--- src/rtl/proc_mem_pkg.sv ---
// Shared types for the store path between the control unit and data memory.
// Store sizes, store-merge FSM states and byte-lane helper functions.
package proc_mem_pkg;

  localparam int unsigned LANES = 8;

  typedef enum logic [1:0] {
    SZ_D = 2'b00,
    SZ_W = 2'b01,
    SZ_H = 2'b10,
    SZ_B = 2'b11
  } store_size_t;

  typedef enum logic [2:0] {
    IDLE,
    READ,
    MERGE,
    WRITE,
    DROP
  } smu_state_t;

  // Offset bits that must be zero for a naturally aligned store of this size.
  function automatic logic [2:0] offset_low_mask(store_size_t size);
    logic [2:0] m;
    unique case (size)
      SZ_D:    m = 3'b111;
      SZ_W:    m = 3'b011;
      SZ_H:    m = 3'b001;
      default: m = 3'b000;
    endcase
    return m;
  endfunction

  function automatic logic [LANES-1:0] lane_mask(store_size_t size, logic [2:0] offset);
    logic [LANES-1:0] base;
    unique case (size)
      SZ_D:    base = 8'hFF;
      SZ_W:    base = 8'h0F;
      SZ_H:    base = 8'h03;
      default: base = 8'h01;
    endcase
    return base << offset;
  endfunction

endpackage

--- src/rtl/store_merge_unit_if.sv ---
// Store request and data-memory signals of the store merge unit.
// master: control unit / memory side, slave: store_merge_unit.
interface store_merge_unit_if #(
  parameter int DATA_W = 64,
  parameter int ADDR_W = 64
);
  logic              DMemWrite;
  logic [1:0]        tam;
  logic [ADDR_W-1:0] addr;
  logic [DATA_W-1:0] wdata;
  logic [ADDR_W-1:0] mem_addr;
  logic [DATA_W-1:0] mem_rdata;
  logic [DATA_W-1:0] mem_wdata;
  logic              mem_we;
  logic              busy;
  logic              done;
  logic              misalign;

  modport master (
    output DMemWrite, tam, addr, wdata, mem_rdata,
    input  mem_addr, mem_wdata, mem_we, busy, done, misalign
  );

  modport slave (
    input  DMemWrite, tam, addr, wdata, mem_rdata,
    output mem_addr, mem_wdata, mem_we, busy, done, misalign
  );
endinterface

--- src/rtl/store_merge_unit_byte_merge.sv ---
// Combinational byte-lane merge: places LSB-justified store data into the
// selected lanes of the old doubleword and reports natural-alignment violations.
module store_byte_merge
  import proc_mem_pkg::*;
#(
  parameter int DATA_W = 64
) (
  input  store_size_t       size,
  input  logic [2:0]        offset,
  input  logic [DATA_W-1:0] old_data,
  input  logic [DATA_W-1:0] new_data,
  output logic [DATA_W-1:0] merged,
  output logic [LANES-1:0]  lane_en,
  output logic              misaligned
);

  logic [DATA_W-1:0] shifted;

  assign misaligned = |(offset & offset_low_mask(size));
  assign lane_en    = lane_mask(size, offset);
  assign shifted    = new_data << {offset, 3'b000};

  always_comb begin
    merged = old_data;
    for (int i = 0; i < LANES; i++) begin
      if (lane_en[i]) merged[8*i +: 8] = shifted[8*i +: 8];
    end
  end

endmodule

--- src/rtl/store_merge_unit.sv ---
// Store merge unit: turns sd/sw/sh/sb store commands into doubleword memory
// writes, using read-modify-write for sub-doubleword stores.
//
// state | meaning
// IDLE  | waiting for DMemWrite; request captured here
// READ  | aligned address on the bus, counting out the memory read latency
// MERGE | read data valid; merged doubleword registered into mem_wdata
// WRITE | mem_we and done pulse for one cycle
// DROP  | misaligned store discarded; done and misalign pulse for one cycle
module store_merge_unit
  import proc_mem_pkg::*;
#(
  parameter int DATA_W      = 64,
  parameter int ADDR_W      = 64,
  parameter int MEM_RD_LAT  = 1,
  parameter int CHECK_ALIGN = 1
) (
  input logic               clk,
  input logic               reset,
  store_merge_unit_if.slave bus
);

  localparam int CNT_W = (MEM_RD_LAT > 1) ? $clog2(MEM_RD_LAT) : 1;
  localparam logic [CNT_W-1:0] CNT_LOAD = CNT_W'(MEM_RD_LAT - 1);

  smu_state_t        state, state_nxt;
  logic [CNT_W-1:0]  cnt, cnt_nxt;
  store_size_t       size_q, size_nxt;
  logic [2:0]        off_q, off_nxt;
  logic [DATA_W-1:0] data_q, data_nxt;

  logic [ADDR_W-1:0] mem_addr_q, mem_addr_nxt;
  logic [DATA_W-1:0] mem_wdata_q, mem_wdata_nxt;
  logic              mem_we_q, mem_we_nxt;
  logic              busy_q, busy_nxt;
  logic              done_q, done_nxt;
  logic              misalign_q, misalign_nxt;

  store_size_t       live_size;
  logic [2:0]        raw_off, eff_off;
  store_size_t       mrg_size;
  logic [2:0]        mrg_off;
  logic [DATA_W-1:0] mrg_new;
  logic [DATA_W-1:0] merged;
  logic [LANES-1:0]  lane_en;
  logic              misaligned;
  logic              full_lanes;

  assign live_size = store_size_t'(bus.tam);
  assign raw_off   = bus.addr[2:0];
  // Without alignment checking the low offset bits are simply truncated away.
  assign eff_off   = (CHECK_ALIGN != 0) ? raw_off : (raw_off & ~offset_low_mask(live_size));

  // In IDLE the merger classifies the live request; afterwards it works on the captured one.
  assign mrg_size = (state == IDLE) ? live_size : size_q;
  assign mrg_off  = (state == IDLE) ? eff_off   : off_q;
  assign mrg_new  = (state == IDLE) ? bus.wdata : data_q;

  store_byte_merge #(
    .DATA_W (DATA_W)
  ) u_merge (
    .size       (mrg_size),
    .offset     (mrg_off),
    .old_data   (bus.mem_rdata),
    .new_data   (mrg_new),
    .merged     (merged),
    .lane_en    (lane_en),
    .misaligned (misaligned)
  );

  assign full_lanes = (lane_en == {LANES{1'b1}});

  always_ff @(posedge clk or posedge reset) begin
    if (reset) state <= IDLE;
    else       state <= state_nxt;
  end

  always_comb begin
    state_nxt     = state;
    cnt_nxt       = cnt;
    size_nxt      = size_q;
    off_nxt       = off_q;
    data_nxt      = data_q;
    mem_addr_nxt  = mem_addr_q;
    mem_wdata_nxt = mem_wdata_q;
    mem_we_nxt    = 1'b0;
    done_nxt      = 1'b0;
    misalign_nxt  = 1'b0;
    unique case (state)
      IDLE: begin
        if (bus.DMemWrite) begin
          size_nxt     = live_size;
          off_nxt      = eff_off;
          data_nxt     = bus.wdata;
          mem_addr_nxt = {bus.addr[ADDR_W-1:3], 3'b000};
          if ((CHECK_ALIGN != 0) && misaligned) begin
            state_nxt    = DROP;
            done_nxt     = 1'b1;
            misalign_nxt = 1'b1;
          end else if (full_lanes) begin
            state_nxt     = WRITE;
            mem_wdata_nxt = merged;
            mem_we_nxt    = 1'b1;
            done_nxt      = 1'b1;
          end else begin
            state_nxt = READ;
            cnt_nxt   = CNT_LOAD;
          end
        end
      end
      READ: begin
        if (cnt == '0) state_nxt = MERGE;
        else           cnt_nxt   = cnt - CNT_W'(1);
      end
      MERGE: begin
        state_nxt     = WRITE;
        mem_wdata_nxt = merged;
        mem_we_nxt    = 1'b1;
        done_nxt      = 1'b1;
      end
      WRITE:   state_nxt = IDLE;
      DROP:    state_nxt = IDLE;
      default: state_nxt = IDLE;
    endcase
    busy_nxt = (state_nxt != IDLE);
  end

  always_ff @(posedge clk or posedge reset) begin
    if (reset) begin
      cnt         <= '0;
      size_q      <= SZ_D;
      off_q       <= '0;
      data_q      <= '0;
      mem_addr_q  <= '0;
      mem_wdata_q <= '0;
      mem_we_q    <= 1'b0;
      busy_q      <= 1'b0;
      done_q      <= 1'b0;
      misalign_q  <= 1'b0;
    end else begin
      cnt         <= cnt_nxt;
      size_q      <= size_nxt;
      off_q       <= off_nxt;
      data_q      <= data_nxt;
      mem_addr_q  <= mem_addr_nxt;
      mem_wdata_q <= mem_wdata_nxt;
      mem_we_q    <= mem_we_nxt;
      busy_q      <= busy_nxt;
      done_q      <= done_nxt;
      misalign_q  <= misalign_nxt;
    end
  end

  assign bus.mem_addr  = mem_addr_q;
  assign bus.mem_wdata = mem_wdata_q;
  assign bus.mem_we    = mem_we_q;
  assign bus.busy      = busy_q;
  assign bus.done      = done_q;
  assign bus.misalign  = misalign_q;

endmodule
--- src/flat_wrapper.sv ---
// flat-port wrapper written by rule: the top's interface ports become plain ports
module store_merge_unit_flat import proc_mem_pkg::*;
#(
  parameter int DATA_W      = 64,
  parameter int ADDR_W      = 64,
  parameter int MEM_RD_LAT  = 1,
  parameter int CHECK_ALIGN = 1
)
  (clk, reset, bus_DMemWrite, bus_tam, bus_addr, bus_wdata, bus_mem_rdata, bus_mem_addr, bus_mem_wdata, bus_mem_we, bus_busy, bus_done, bus_misalign);
  store_merge_unit_if #(.DATA_W(DATA_W), .ADDR_W(ADDR_W)) bus_i ();
  input logic clk;
  input logic reset;
  input wire logic [$bits(bus_i.DMemWrite)-1:0] bus_DMemWrite;
  input wire logic [$bits(bus_i.tam)-1:0] bus_tam;
  input wire logic [$bits(bus_i.addr)-1:0] bus_addr;
  input wire logic [$bits(bus_i.wdata)-1:0] bus_wdata;
  input wire logic [$bits(bus_i.mem_rdata)-1:0] bus_mem_rdata;
  output wire logic [$bits(bus_i.mem_addr)-1:0] bus_mem_addr;
  output wire logic [$bits(bus_i.mem_wdata)-1:0] bus_mem_wdata;
  output wire logic [$bits(bus_i.mem_we)-1:0] bus_mem_we;
  output wire logic [$bits(bus_i.busy)-1:0] bus_busy;
  output wire logic [$bits(bus_i.done)-1:0] bus_done;
  output wire logic [$bits(bus_i.misalign)-1:0] bus_misalign;
  assign bus_i.DMemWrite = bus_DMemWrite;
  assign bus_i.tam = bus_tam;
  assign bus_i.addr = bus_addr;
  assign bus_i.wdata = bus_wdata;
  assign bus_i.mem_rdata = bus_mem_rdata;
  assign bus_mem_addr = bus_i.mem_addr;
  assign bus_mem_wdata = bus_i.mem_wdata;
  assign bus_mem_we = bus_i.mem_we;
  assign bus_busy = bus_i.busy;
  assign bus_done = bus_i.done;
  assign bus_misalign = bus_i.misalign;
  store_merge_unit #(.DATA_W(DATA_W), .ADDR_W(ADDR_W), .MEM_RD_LAT(MEM_RD_LAT), .CHECK_ALIGN(CHECK_ALIGN)) u_core (.clk(clk), .reset(reset), .bus(bus_i));
endmodule
--- config.mk ---
export PLATFORM = sky130hd
export DESIGN_NAME = store_merge_unit_flat
export DESIGN_NICKNAME = d
export VERILOG_FILES = /design/src/rtl/proc_mem_pkg.sv /design/src/rtl/store_merge_unit_if.sv /design/src/rtl/store_merge_unit_byte_merge.sv /design/src/rtl/store_merge_unit.sv /design/src/flat_wrapper.sv
export SDC_FILE = /design/constraint.sdc
export NUM_CORES = 1
export LEC_CHECK = 0
export CAP_MARGIN = 20
export CORE_MARGIN = 1
export CORE_UTILIZATION = 49
export DETAILED_ROUTE_END_ITERATION = 16
export HOLD_SLACK_MARGIN = 0.12
export MAX_ROUTING_LAYER = met4
export PLACE_DENSITY_LB_ADDON = 0.2
export SYNTH_ARGS = -nofsm -noshare
export SYNTH_HDL_FRONTEND = slang
export SYNTH_SLANG_ARGS = --single-unit
--- constraint.sdc ---
create_clock -name clk -period 9.7 [get_ports clk]
set_input_delay 1.94 -clock clk [delete_from_list [all_inputs] [get_ports clk]]
set_output_delay 1.94 -clock clk [all_outputs]
set_load 0.005 [all_outputs]
==> impl_metrics.py <==
metrics = {
    "min_path": {
        "min_path_type": "flip-flop to flip-flop",
    },
    "cells_and_area": {
        "fin_cells": 1964,
        "nNetsFinal": 1825,
        "drive_above_1_share_pct": 7.365,
        "n_fill_cell": 1976,
        "area_delta_synth_final_pct": 34.20,
    },
    "synth": {
        "ys.flop_type": "dfrtp_1",
        "yosysMostFrequentCell": "nand2_1",
        "ys_seq_elements": 201,
        "async_flop_share_pct": 100.0,
        "synthTopCellsByArea": "dfrtp_1 (42%), nand2_1 (16%), mux2i_1 (12%)",
        "syn_inst": 1374,
        "yosys.area.top_type": "dfrtp_1",
        "netlist_area_mm2": 0.01185,
        "synth_edf_count": 0,
        "synth_cell_types": 64,
        "synth_top_area_share_pct": 42.45,
        "syn_avg_cell_area_um2": 8.625,
        "yosysSeqAreaShare_pct": 42.45,
        "ys_warn_count": 0,
        "synthTopCellsByCount": "nand2_1 (497), dfrtp_1 (201), mux2i_1 (143)",
    },
    "placement": {
        "numPortBuffers": 325,
        "hpwl_mm": 29.10,
        "placed_cells_incl_taps": 1922,
        "gp_congestion": 0.9336,
    },
    "clock_tree": {
        "cts_root_buffer": "clkbuf_16",
        "postCtsResizedCells": 0,
        "clk_pin_slew_ps": 60,
        "ctsHoldBuffers": 0,
        "cts_sinks": 201,
        "cts_setup_buffers": 0,
        "cts.htree.levels": 1,
        "clk_path_buf_depth": 3,
        "clock_latency_ps": 520,
        "cts_tree": "done",
        "cts_buffers": 23,
    },
    "floorplanning": {
        "rows": 56,
        "die_area_mm2": 0.02481,
        "initial_core_util_pct": 50.19,
        "num_io_pins": 329,
        "die_w_um": 157.5,
        "dieHeight_um": 157.5,
        "core_area_mm2": 0.02361,
    },
    "timing": {
        "drv_slew": 0,
        "slew_headroom_pct": 31.82,
        "max_freq_mhz": 227.6,
        "worstMarginPinSlew_ps": 1021,
        "tns_ps": 0,
        "period_needed_ps": 4394,
        "skew_ps": 18.25,
        "setup_viol": 0,
        "hold_violations": 0,
        "rsz0062_at_grt": "false",
        "period_share_pct": 45.30,
    },
    "critical_path": {
        "crit_type": "primary input to flip-flop",
        "end_kind": "flip-flop",
        "cp-start-kind": "primary input",
        "worstPathRequired_ps": 10080,
        "slowest_delay_ps": 630,
        "crit_slowest_cell": "clkdlybuf4s50_1",
        "path_max_fanout": 20,
        "cp.arrival_ps": 4780,
        "crit_chain": "clkdlybuf4s50_1 > nor2_1 > a41oi_1 > or3_2 > inv_1 > nand2_1 > a31oi_1 > a21oi_1",
    },
    "detailed_routing": {
        "drtPass1Iterations": 5,
        "route.detailed.drc": 0,
        "ant_nets": 0,
        "viasPerCell": 5.766,
        "routedWlPerCell_um": 20.56,
        "drt-total-wl_mm": 40.37,
        "dr_total_vias": 11325,
        "drt-initial-drc-count": 1022,
    },
    "run_status": {
        "status": "finished clean",
    },
    "pwr": {
        "leakage_nw": 7.217,
        "ir_drop_mv": 0.2485,
        "powerDensity_mw_per_mm2": 365.0,
    },
    "global_routing": {
        "grt_pass1_vias": 10818,
        "gr-usage-all-layers_pct": 33.33,
        "grt_pass1_wl_mm": 61.18,
        "antenna_found_initial": 2,
        "grt_max_degree": 132,
        "grt_overflow": 0,
    },
    "job": {
        "cap_violations": 0,
    },
}
where the power goes:
group / leakage, nW / internal, mW / switching [mW]
registers: 2.48 / 1.25 / 0.344
clock network: 0.388 / 0.546 / 0.355
logic: 4.35 / 1.45 / 1.85
total: 7.22 / 3.25 / 2.55
final timing paths:
check | from | to | slack [ps] | depth (start not counted)
worst max-delay path | bus_tam[1] | u_core.bus.mem_wdata[41] | 5310 | 8
worst min-delay path | u_core.bus.mem_addr[45] | u_core.bus.mem_addr[45] | 470 | 2
worst max register to register | u_core.state[0] | u_core.bus.mem_wdata[21] | 6140 | 6
worst min register to register | u_core.bus.mem_addr[45] | u_core.bus.mem_addr[45] | 470 | 2
max in group asynchronous | reset | u_core.bus.mem_wdata[54] | 6160 | 3
min in group asynchronous | reset | u_core.bus.mem_addr[23] | 2050 | 2
per-stage QoR:
step	cell area (µm²)	hold WS [ps]	setup WS, ps	total power, mW	util, %
2_1_floorplan	11860	445.0	2278	3.555	-
3_3_place_gp	15110	456.1	4922	4.767	64.00
3_5_place_dp	15120	460.9	4789	4.842	64.04
4_1_cts	15900	475.5	5338	5.753	67.33
5_1_grt	15900	488.3	5044	6.150	67.35
6_report	15900	473.5	5306	5.804	67.35
cell usage in the layout (no fill, tap or decap), drive strengths merged, types with 25 or more instances in the layout:
cell type	synthesis	layout
a21oi	35	35
a31oi	31	31
clkbuf	59	34
clkdlybuf4s50	0	323
dfrtp	201	201
mux2	25	25
mux2i	144	144
nand2	497	497
nor2	35	35
o21ai	104	104
state kept, by name, summed over array words and instances, names as in the netlist:
register and count:
u_core.bus.busy 1, u_core.bus.done 1, u_core.bus.mem_addr 61, u_core.bus.mem_wdata 64, u_core.bus.mem_we 1, u_core.bus.misalign 1
u_core.data_q 64, u_core.off_q 3, u_core.size_q 2, u_core.state 3
cell families after synthesis:
| logic type | synth area share [%] |
|---|---|
| AND/OR/NAND/NOR | 21.23 |
| multiplexers | 18.51 |
| AO/OA/AOI/OAI | 13.11 |
| buffers and inverters | 4.667 |
| flip-flops | 42.45 |
| other | 0.03165 |
final cells by class:
type                    count  area [µm²]  share of cell area [%]
multi-input cells        1052        6292                   39.57
flip-flops and latches    201        5034                   31.65
repair buffers            338        3343                   21.02
clock buffers              34       696.9                   4.382
well taps                 319       399.1                   2.510
clock inverters             6       80.08                  0.5035
inverters                  12       52.55                  0.3304
diodes                      2       5.005                 0.03147
per-layer routing:
metal,track usage [%],routed length (µm)
met5,-,0
met4,13.22,1540
met3,5.947,3756
met2,50.95,18290
met1,43.95,16780
critical path: cells and delay by family:
kind | cells | cell delay (ps)
buf+inv | 2 | 1180
simple gates | 3 | 1180
compound gates | 3 | 480
(Power assumes the default switching activity.)
